File: config.mk
export PLATFORM = sky130hd
export DESIGN_NAME = indicator_7_scan_flat
export DESIGN_NICKNAME = d
export VERILOG_FILES = /design/src/rtl/indicator_7_scan_if.sv /design/src/rtl/indicator_7_scan.sv /design/src/flat_wrapper.sv
export SDC_FILE = /design/constraint.sdc
export NUM_CORES = 1
export LEC_CHECK = 0
export BUFFER_PORTS_ARGS = -buffer_cell sky130_fd_sc_hd__buf_2
export CORE_MARGIN = 2
export CORE_UTILIZATION = 26
export CTS_CLUSTER_DIAMETER = 150
export CTS_CLUSTER_SIZE = 28
export DETAILED_ROUTE_END_ITERATION = 10
export PLACE_DENSITY = 0.42
export SETUP_SLACK_MARGIN = 0.3
export SLEW_MARGIN = 20
export SYNTH_ARGS = -nofsm -noshare
export SYNTH_HDL_FRONTEND = slang
export SYNTH_SLANG_ARGS = --single-unit
File: constraint.sdc
create_clock -name clk -period 2.3 [get_ports clk]
set_clock_uncertainty 0.15 [all_clocks]
set_input_delay 0.46 -clock clk [delete_from_list [all_inputs] [get_ports clk]]
set_output_delay 0.46 -clock clk [all_outputs]
set_load 0.01 [all_outputs]
File: src/rtl/indicator_7_scan_if.sv
// indicator_7_scan_if: load/data and display-pin bundle for indicator_7_scan.
// master = display-data source, slave = the scan driver.
interface indicator_7_scan_if #(
  parameter int DIGITS = 4
);
  logic                  load;
  logic [4*DIGITS-1:0]   codes;
  logic [DIGITS-1:0]     blink_mask;
  logic [6:0]            segments;
  logic [DIGITS-1:0]     digit_en;
  logic                  frame_start;

  modport master (
    output load, codes, blink_mask,
    input  segments, digit_en, frame_start
  );

  modport slave (
    input  load, codes, blink_mask,
    output segments, digit_en, frame_start
  );
endinterface

File: src/rtl/indicator_7_scan.sv
// indicator_7_scan: multiplexed 7-segment driver.
// Shadow-latches DIGITS 4-bit codes on load, scans digits one-hot for SCAN_DIV
// cycles each, and maps code[2:0] through the indicator pattern table.
// Optional blink (macro INDICATOR_BLINK_EN): every BLINK_DIV frames a phase
// flips; in phase 1, digits whose shadow mask bit is set show blank segments.
module indicator_7_scan #(
  parameter int DIGITS    = 4,
  parameter int SCAN_DIV  = 1000,
  parameter int BLINK_DIV = 250
) (
  input logic               clk,
  input logic               rst_n,
  indicator_7_scan_if.slave bus
);
  localparam int IW = (DIGITS > 1) ? $clog2(DIGITS) : 1;
  localparam int PW = (SCAN_DIV > 1) ? $clog2(SCAN_DIV) : 1;
  localparam logic [IW-1:0] IDX_LAST = IW'(DIGITS - 1);
  localparam logic [PW-1:0] PRE_LAST = PW'(SCAN_DIV - 1);

  logic [DIGITS-1:0][3:0] code_sh;
  logic [PW-1:0]          pre;
  logic [IW-1:0]          idx;
  logic                   slot_end, frame_end, blank;
  logic [6:0]             pat;
  logic [6:0]             seg_q;
  logic [DIGITS-1:0]      en_q;
  logic                   fs_q;

  assign slot_end  = (pre == PRE_LAST);
  assign frame_end = slot_end && (idx == IDX_LAST);

  // Shadow code register: replaced wholesale on every load edge.
  always_ff @(posedge clk or negedge rst_n) begin
    if (!rst_n)        code_sh <= '0;
    else if (bus.load) code_sh <= bus.codes;
  end

  // Prescaler and digit index; load never touches these.
  always_ff @(posedge clk or negedge rst_n) begin
    if (!rst_n) begin
      pre <= '0;
      idx <= '0;
    end else begin
      pre <= slot_end ? '0 : pre + 1'b1;
      if (slot_end) idx <= (idx == IDX_LAST) ? '0 : idx + 1'b1;
    end
  end

`ifdef INDICATOR_BLINK_EN
  localparam int FW = (BLINK_DIV > 1) ? $clog2(BLINK_DIV) : 1;
  localparam logic [FW-1:0] FR_LAST = FW'(BLINK_DIV - 1);

  logic [DIGITS-1:0] mask_sh;
  logic [FW-1:0]     fcnt;
  logic              phase;

  // Shadow blink mask, captured alongside the codes.
  always_ff @(posedge clk or negedge rst_n) begin
    if (!rst_n)        mask_sh <= '0;
    else if (bus.load) mask_sh <= bus.blink_mask;
  end

  // Frame counter steps on the edge that enters a digit-0 slot, so a new
  // phase is already in force for the first displayed cycle of that frame.
  always_ff @(posedge clk or negedge rst_n) begin
    if (!rst_n) begin
      fcnt  <= '0;
      phase <= 1'b0;
    end else if (frame_end) begin
      if (fcnt == FR_LAST) begin
        fcnt  <= '0;
        phase <= ~phase;
      end else begin
        fcnt <= fcnt + 1'b1;
      end
    end
  end

  assign blank = phase & mask_sh[idx];
`else
  assign blank = 1'b0;
`endif

  // Pattern table lookup; codes 8..15 alias onto 0..7.
  always_comb begin
    pat = 7'b0000000;
    case (code_sh[idx][2:0])
      3'd0: pat = 7'b0000000;
      3'd1: pat = 7'b0101010;
      3'd2: pat = 7'b1010101;
      3'd3: pat = 7'b1110000;
      3'd4: pat = 7'b0001111;
      3'd5: pat = 7'b1100011;
      3'd6: pat = 7'b0011100;
      3'd7: pat = 7'b1111111;
      default: pat = 7'b0000000;
    endcase
  end

  // Registered outputs from the current index/shadow: no blanking gap.
  always_ff @(posedge clk or negedge rst_n) begin
    if (!rst_n) begin
      seg_q <= '0;
      en_q  <= '0;
      fs_q  <= 1'b0;
    end else begin
      seg_q <= blank ? 7'b0000000 : pat;
      en_q  <= DIGITS'(1) << idx;
      fs_q  <= (idx == '0) && (pre == '0);
    end
  end

  assign bus.segments    = seg_q;
  assign bus.digit_en    = en_q;
  assign bus.frame_start = fs_q;
endmodule
File: src/flat_wrapper.sv
// flat-port wrapper written by rule: the top's interface ports become plain ports
module indicator_7_scan_flat 
#(
  parameter int DIGITS    = 4,
  parameter int SCAN_DIV  = 1000,
  parameter int BLINK_DIV = 250
)
  (clk, rst_n, bus_load, bus_codes, bus_blink_mask, bus_segments, bus_digit_en, bus_frame_start);
  indicator_7_scan_if #(.DIGITS(DIGITS)) bus_i ();
  input logic clk;
  input logic rst_n;
  input wire logic [$bits(bus_i.load)-1:0] bus_load;
  input wire logic [$bits(bus_i.codes)-1:0] bus_codes;
  input wire logic [$bits(bus_i.blink_mask)-1:0] bus_blink_mask;
  output wire logic [$bits(bus_i.segments)-1:0] bus_segments;
  output wire logic [$bits(bus_i.digit_en)-1:0] bus_digit_en;
  output wire logic [$bits(bus_i.frame_start)-1:0] bus_frame_start;
  assign bus_i.load = bus_load;
  assign bus_i.codes = bus_codes;
  assign bus_i.blink_mask = bus_blink_mask;
  assign bus_segments = bus_i.segments;
  assign bus_digit_en = bus_i.digit_en;
  assign bus_frame_start = bus_i.frame_start;
  indicator_7_scan #(.DIGITS(DIGITS), .SCAN_DIV(SCAN_DIV), .BLINK_DIV(BLINK_DIV)) u_core (.clk(clk), .rst_n(rst_n), .bus(bus_i));
endmodule
== After elaboration in Yosys (flattened, before gate mapping) ==
Memory sizes are Yosys's and may differ from the RTL's. A register that Yosys moved wholly into a read port is not among the register bits.
Index checks and enable logic that the tools add are counted.

* Register bits: 33
* Bits in latches: 0
* RAM bits: 0
* Memory bits (read-only): 56
* Input bits: 23
* Logic and storage cells: 23
* Memories kept: 1

* $add $sub $neg: 2
* Multipliers: 0
* Div/mod/pow operators: 0
* Magnitude comparators: 1
* Equal/unequal tests: 2
* Shift operators: 1
* Multiplexer cells: 4
* Bitwise operators: 0
* Reduce and logical (&&, ||, !) cells: 4

{| class="wikitable"
|+ Memory list
! memory !! depth !! bits a word !! rd ports !! clocked after Yosys merged registers in !! wr ports !! RTL line !! text
|-
| (no name shown) || 8 || 7 || 1 || 1 || 0 || indicator_7_scan.sv:87 || <nowiki>case (code_sh[idx][2:0])</nowiki>
|}

{| class="wikitable"
|+ Operator list
! kind !! count
|-
| adder 10 x 1 -> 10 bit (second input constant) || 1
|-
| == test 10 bit (second input constant) || 1
|-
| logical NOT 10 bit || 1
|-
| two-way mux 10 bit || 1
|-
| binary-select mux 4 bit (select 2 bit) || 1
|-
| << shifter 1 x 2 -> 4 bit (first input constant) || 1
|-
| less-than comparator 2 x 3 -> 1 bit (second input constant) || 1
|-
| two-way mux 3 bit || 1
|-
| adder 2 x 1 -> 2 bit (second input constant) || 1
|-
| == test 2 bit (second input constant) || 1
|-
| logical NOT 2 bit || 1
|-
| two-way mux 2 bit || 1
|-
| logical AND 1 bit || 1
|-
| logical NOT 1 bit || 1
|}

== Depth between registers and ports, before layout ==
* Word-level depth: 2
* Mapped depth: 5
* Depth with buffers taken out: 5

== Least setup slack after synthesis ==
Ideal clock, no wire load.

* Path type: reg2reg
* Start: register u_core.idx[0]
* End: register u_core.seg_q[1], in the netlist u_core.bus.segments[1]
* Setup time: 126 ps
* Arrival time: 1,370 ps
* Data required time: 2,024 ps
* Path slack: 654 ps
* Stages on the path, launching flop included: 4
* Clock period less this slack: 1,646 ps
* Path through: dfrtp_1 buf_6 mux4_2 maj3_2

* Longest elaborated chain between the ends: 2

{| class="wikitable"
|+ Ends and longest elaborated chain
! element !! RTL line !! text
|-
| from (decl) || indicator_7_scan.sv:22 || <nowiki>logic [IW-1:0] idx;</nowiki>
|-
| from (signal assigned) || indicator_7_scan.sv:45 || <nowiki>if (slot_end) idx <= (idx == IDX_LAST) ? '0 : idx + 1'b1;</nowiki>
|-
| binary-select mux 4 bit (select 2 bit) || indicator_7_scan.sv:87 ||
|-
| two-way mux 3 bit (not written as such) || indicator_7_scan.sv:87 ||
|-
| to (decl) || indicator_7_scan.sv:25 || <nowiki>logic [6:0] seg_q;</nowiki>
|}

Every way passes these cells. The select of a mux whose other input is x is not followed.
A chain may end at the register's enable or synchronous reset.

== Worst setup path after layout ==
Same ends and word-level chain as after synthesis.

==> flow_metrics.env <==
export IMPL_insertion_delay_ns=0.28
export IMPL_async_flop_share_pct=100
export IMPL_drive_gt1_share_pct=37.6
export IMPL_fillers=582
export IMPL_netlist_instances=114
export IMPL_synth_fp_nets=143
export IMPL_tns_ns=0
export IMPL_cts_htree_levels=2
export IMPL_cellInternalPower_mw=1.05
export IMPL_fmax_mhz=558
export IMPL_slew_viol_final=0
export IMPL_postRouteAntennaNets=0
export IMPL_synth_avg_cell_area_um2=13.3
export IMPL_layout_nets=177
export IMPL_cp_required_ns=2.31
export IMPL_detailed_place_hpwl_um=2020
export IMPL_p_leak_nw=0.850
export IMPL_seqPwrFrac_pct=51.4
export IMPL_place_ws_ns=0.466
export IMPL_p_switching_mw=0.280
export IMPL_status="finished clean"
export IMPL_hp_class="input port to flip-flop"
export IMPL_vdd_ir_drop_max_uv=404
export IMPL_ios=35
export IMPL_antenna_found_initial=0
export IMPL_netlist_top_cells_area="dfrtp_1, mux2_2, ha_1"
export IMPL_path_clk_slew_ns=0.07
export IMPL_rsz0062_at_grt="false"
export IMPL_setup_viol=0
export IMPL_port_buffers=26
export IMPL_syn_to_final_growth_pct=22.5
export IMPL_die_area_um2=6440
export IMPL_numCtsBuffers=5
export IMPL_multi_input_area_um2=566
export IMPL_holdWs_ns=0.254
export IMPL_drtPass1Iterations=2
export IMPL_drt_total_wl_um=2700
export IMPL_fin_ws_ns=0.507
export IMPL_yosysMostFrequentCell="dfrtp_1"
export IMPL_final_hold_violation_count=0
export IMPL_grt_max_degree=21
export IMPL_die_w_um=80.3
export IMPL_crit_path_max_fanout=7
export IMPL_routedWlPerCell_um=12.2
export IMPL_grt_pass1_vias=982
export IMPL_synth_top_area_share_pct=59.6
export IMPL_synth_cell_types=27
export IMPL_die_y_um=80.3
export IMPL_grt_overflow_total=0
export IMPL_place_inst=212
export IMPL_ys_seq_area_share_pct=59.6
export IMPL_yosysWarnings=0
export IMPL_worstSetupPathType="flip-flop to flip-flop"
export IMPL_grt_usage_pct=9.62
export IMPL_ys_seq_elements=36
export IMPL_rows=27
export IMPL_ys_flop_type="dfrtp_1"
export IMPL_vias=934
export IMPL_clockPowerShare_pct=39.9
export IMPL_synth_area_um2=1510
export IMPL_tightest_slew_ns=0.461
export IMPL_drc=0
export IMPL_max_cap_violations=0
export IMPL_synth_largest_area_cell="dfrtp_1"
export IMPL_period_share_pct=78.0
export IMPL_pwr_share_comb_pct=8.7
export IMPL_root_buffer="clkbuf_8"
export IMPL_start_util_pct=27.1
export IMPL_vias_per_cell=4.23
export IMPL_worstPathArrival_ns=1.81
export IMPL_seqCellArea_um2=901
export IMPL_diodes=0
export IMPL_swShare_pct=21.0
export IMPL_layoutNonFillerInstCount=221
export IMPL_cts_sinks=36
export IMPL_cts_tree="done"
export IMPL_synthTopCellsByCount="dfrtp_1, mux2_2, nand2_1, inv_1, nor2_1"
export IMPL_fin_crit_ns=1.79
export IMPL_finalWeightedCongestion=0.796
export IMPL_power_total_mw=1.33
export IMPL_cp_start_kind="flip-flop"
export IMPL_grt_first_pass_wirelength_um=4690
export IMPL_postCtsSetupBuffers=0
export IMPL_cp_end_kind="flip-flop"
export IMPL_synth_edff_count=0
export IMPL_slew_headroom_pct=69.3
export IMPL_clockBufferDepth=2
export IMPL_first_iter_violations=35
export IMPL_p_per_area_nw_per_um2=720
export IMPL_coreArea_um2=5570
[metrics by stage]
stage	util (%)	area, um^2
after global routing	33.2	1850
after CTS	33.2	1850
after detailed placement	31.1	1740
final	33.2	1850
after global placement	31.1	1740
after floorplan	-	1510
[layer usage]
metal  up-vias  GRT usage [%]  wire, um
met3         5           3.37       129
met1       455           11.9      1230
li1        455              -         -
met5         -              0         0
met2        19           15.4      1290
met4         0           3.56        40
[worst paths after layout]
kind	startpoint	endpoint	slack [ns]	depth (start not counted)
min in group asynchronous	rst_n	u_core.idx[1]$_DFFE_PN0N_	0.51	2
min	bus_codes[5]	u_core.code_sh[5]$_DFFE_PN0P_	0.25	2
min reg2reg	u_core.pre[0]$_DFF_PN0_	u_core.pre[0]$_DFF_PN0_	0.34	1
max in group asynchronous	rst_n	u_core.bus.digit_en[0]$_DFF_PN0_	0.92	3
max reg2reg	u_core.idx[0]$_DFFE_PN0N_	u_core.bus.segments[1]$_DFF_PN0_	0.51	2
max	u_core.idx[0]$_DFFE_PN0N_	u_core.bus.segments[1]$_DFF_PN0_	0.51	2
[power groups by stage]
stage / sequential [mW] / combinational, mW / clock [mW]
2_1_floorplan: 0.706 / 0.0541 / 0
3_3_place_gp: 0.697 / 0.116 / 0
3_5_place_dp: 0.699 / 0.118 / 0
4_1_cts: 0.686 / 0.120 / 0.553
5_1_grt: 0.690 / 0.131 / 0.579
6_report: 0.686 / 0.116 / 0.532
[cells by family after synthesis]
kind of cell,share of synthesized area [%]
flops,59.6
simple gates,9.76
mux,14.1
buf+inv,3.06
xor+xnor,4.63
fa+ha+maj,6.45
compound gates,2.40
[layout by cell type (no fill, tap or decap), types with 2 or more instances in the layout]
cell type and n:
inv_1 7, clkbuf_8 5, nand4_1 2, buf_4 3
o21ai_0 3, buf_2 26, nor2_1 7, mux4_2 3
xnor2_1 4, ha_1 6, nand2_1 8, mux2_2 13
xor2_1 4, maj3_2 2, nor4_1 2, dfrtp_1 36
nand3_1 4
[sequential cells by signal, summed over array words and instances, names as in the netlist]
signal and cells:
u_core.bus.digit_en 4, u_core.bus.frame_start 1, u_core.bus.segments 7, u_core.code_sh 12, u_core.idx 2, u_core.pre 10
[cell type report]
type,instances,area share [%]
clock inverters,2,1.89
well taps,72,4.86
flip-flops and latches,36,48.6
multi-input cells,68,30.5
inverters,7,1.42
repair buffers,30,8.78
clock buffers,6,3.92
[critical path: stages (launching register included)]
cell	delay, ns
dfrtp_1	0.53
mux4_2	0.66
maj3_2	0.34
[timing repair]
action                    CTS  global route
hold endpoints to repair   18             0
resized for setup           0             0
hold buffers                1             0
Power figures use the tool's default switching activity.
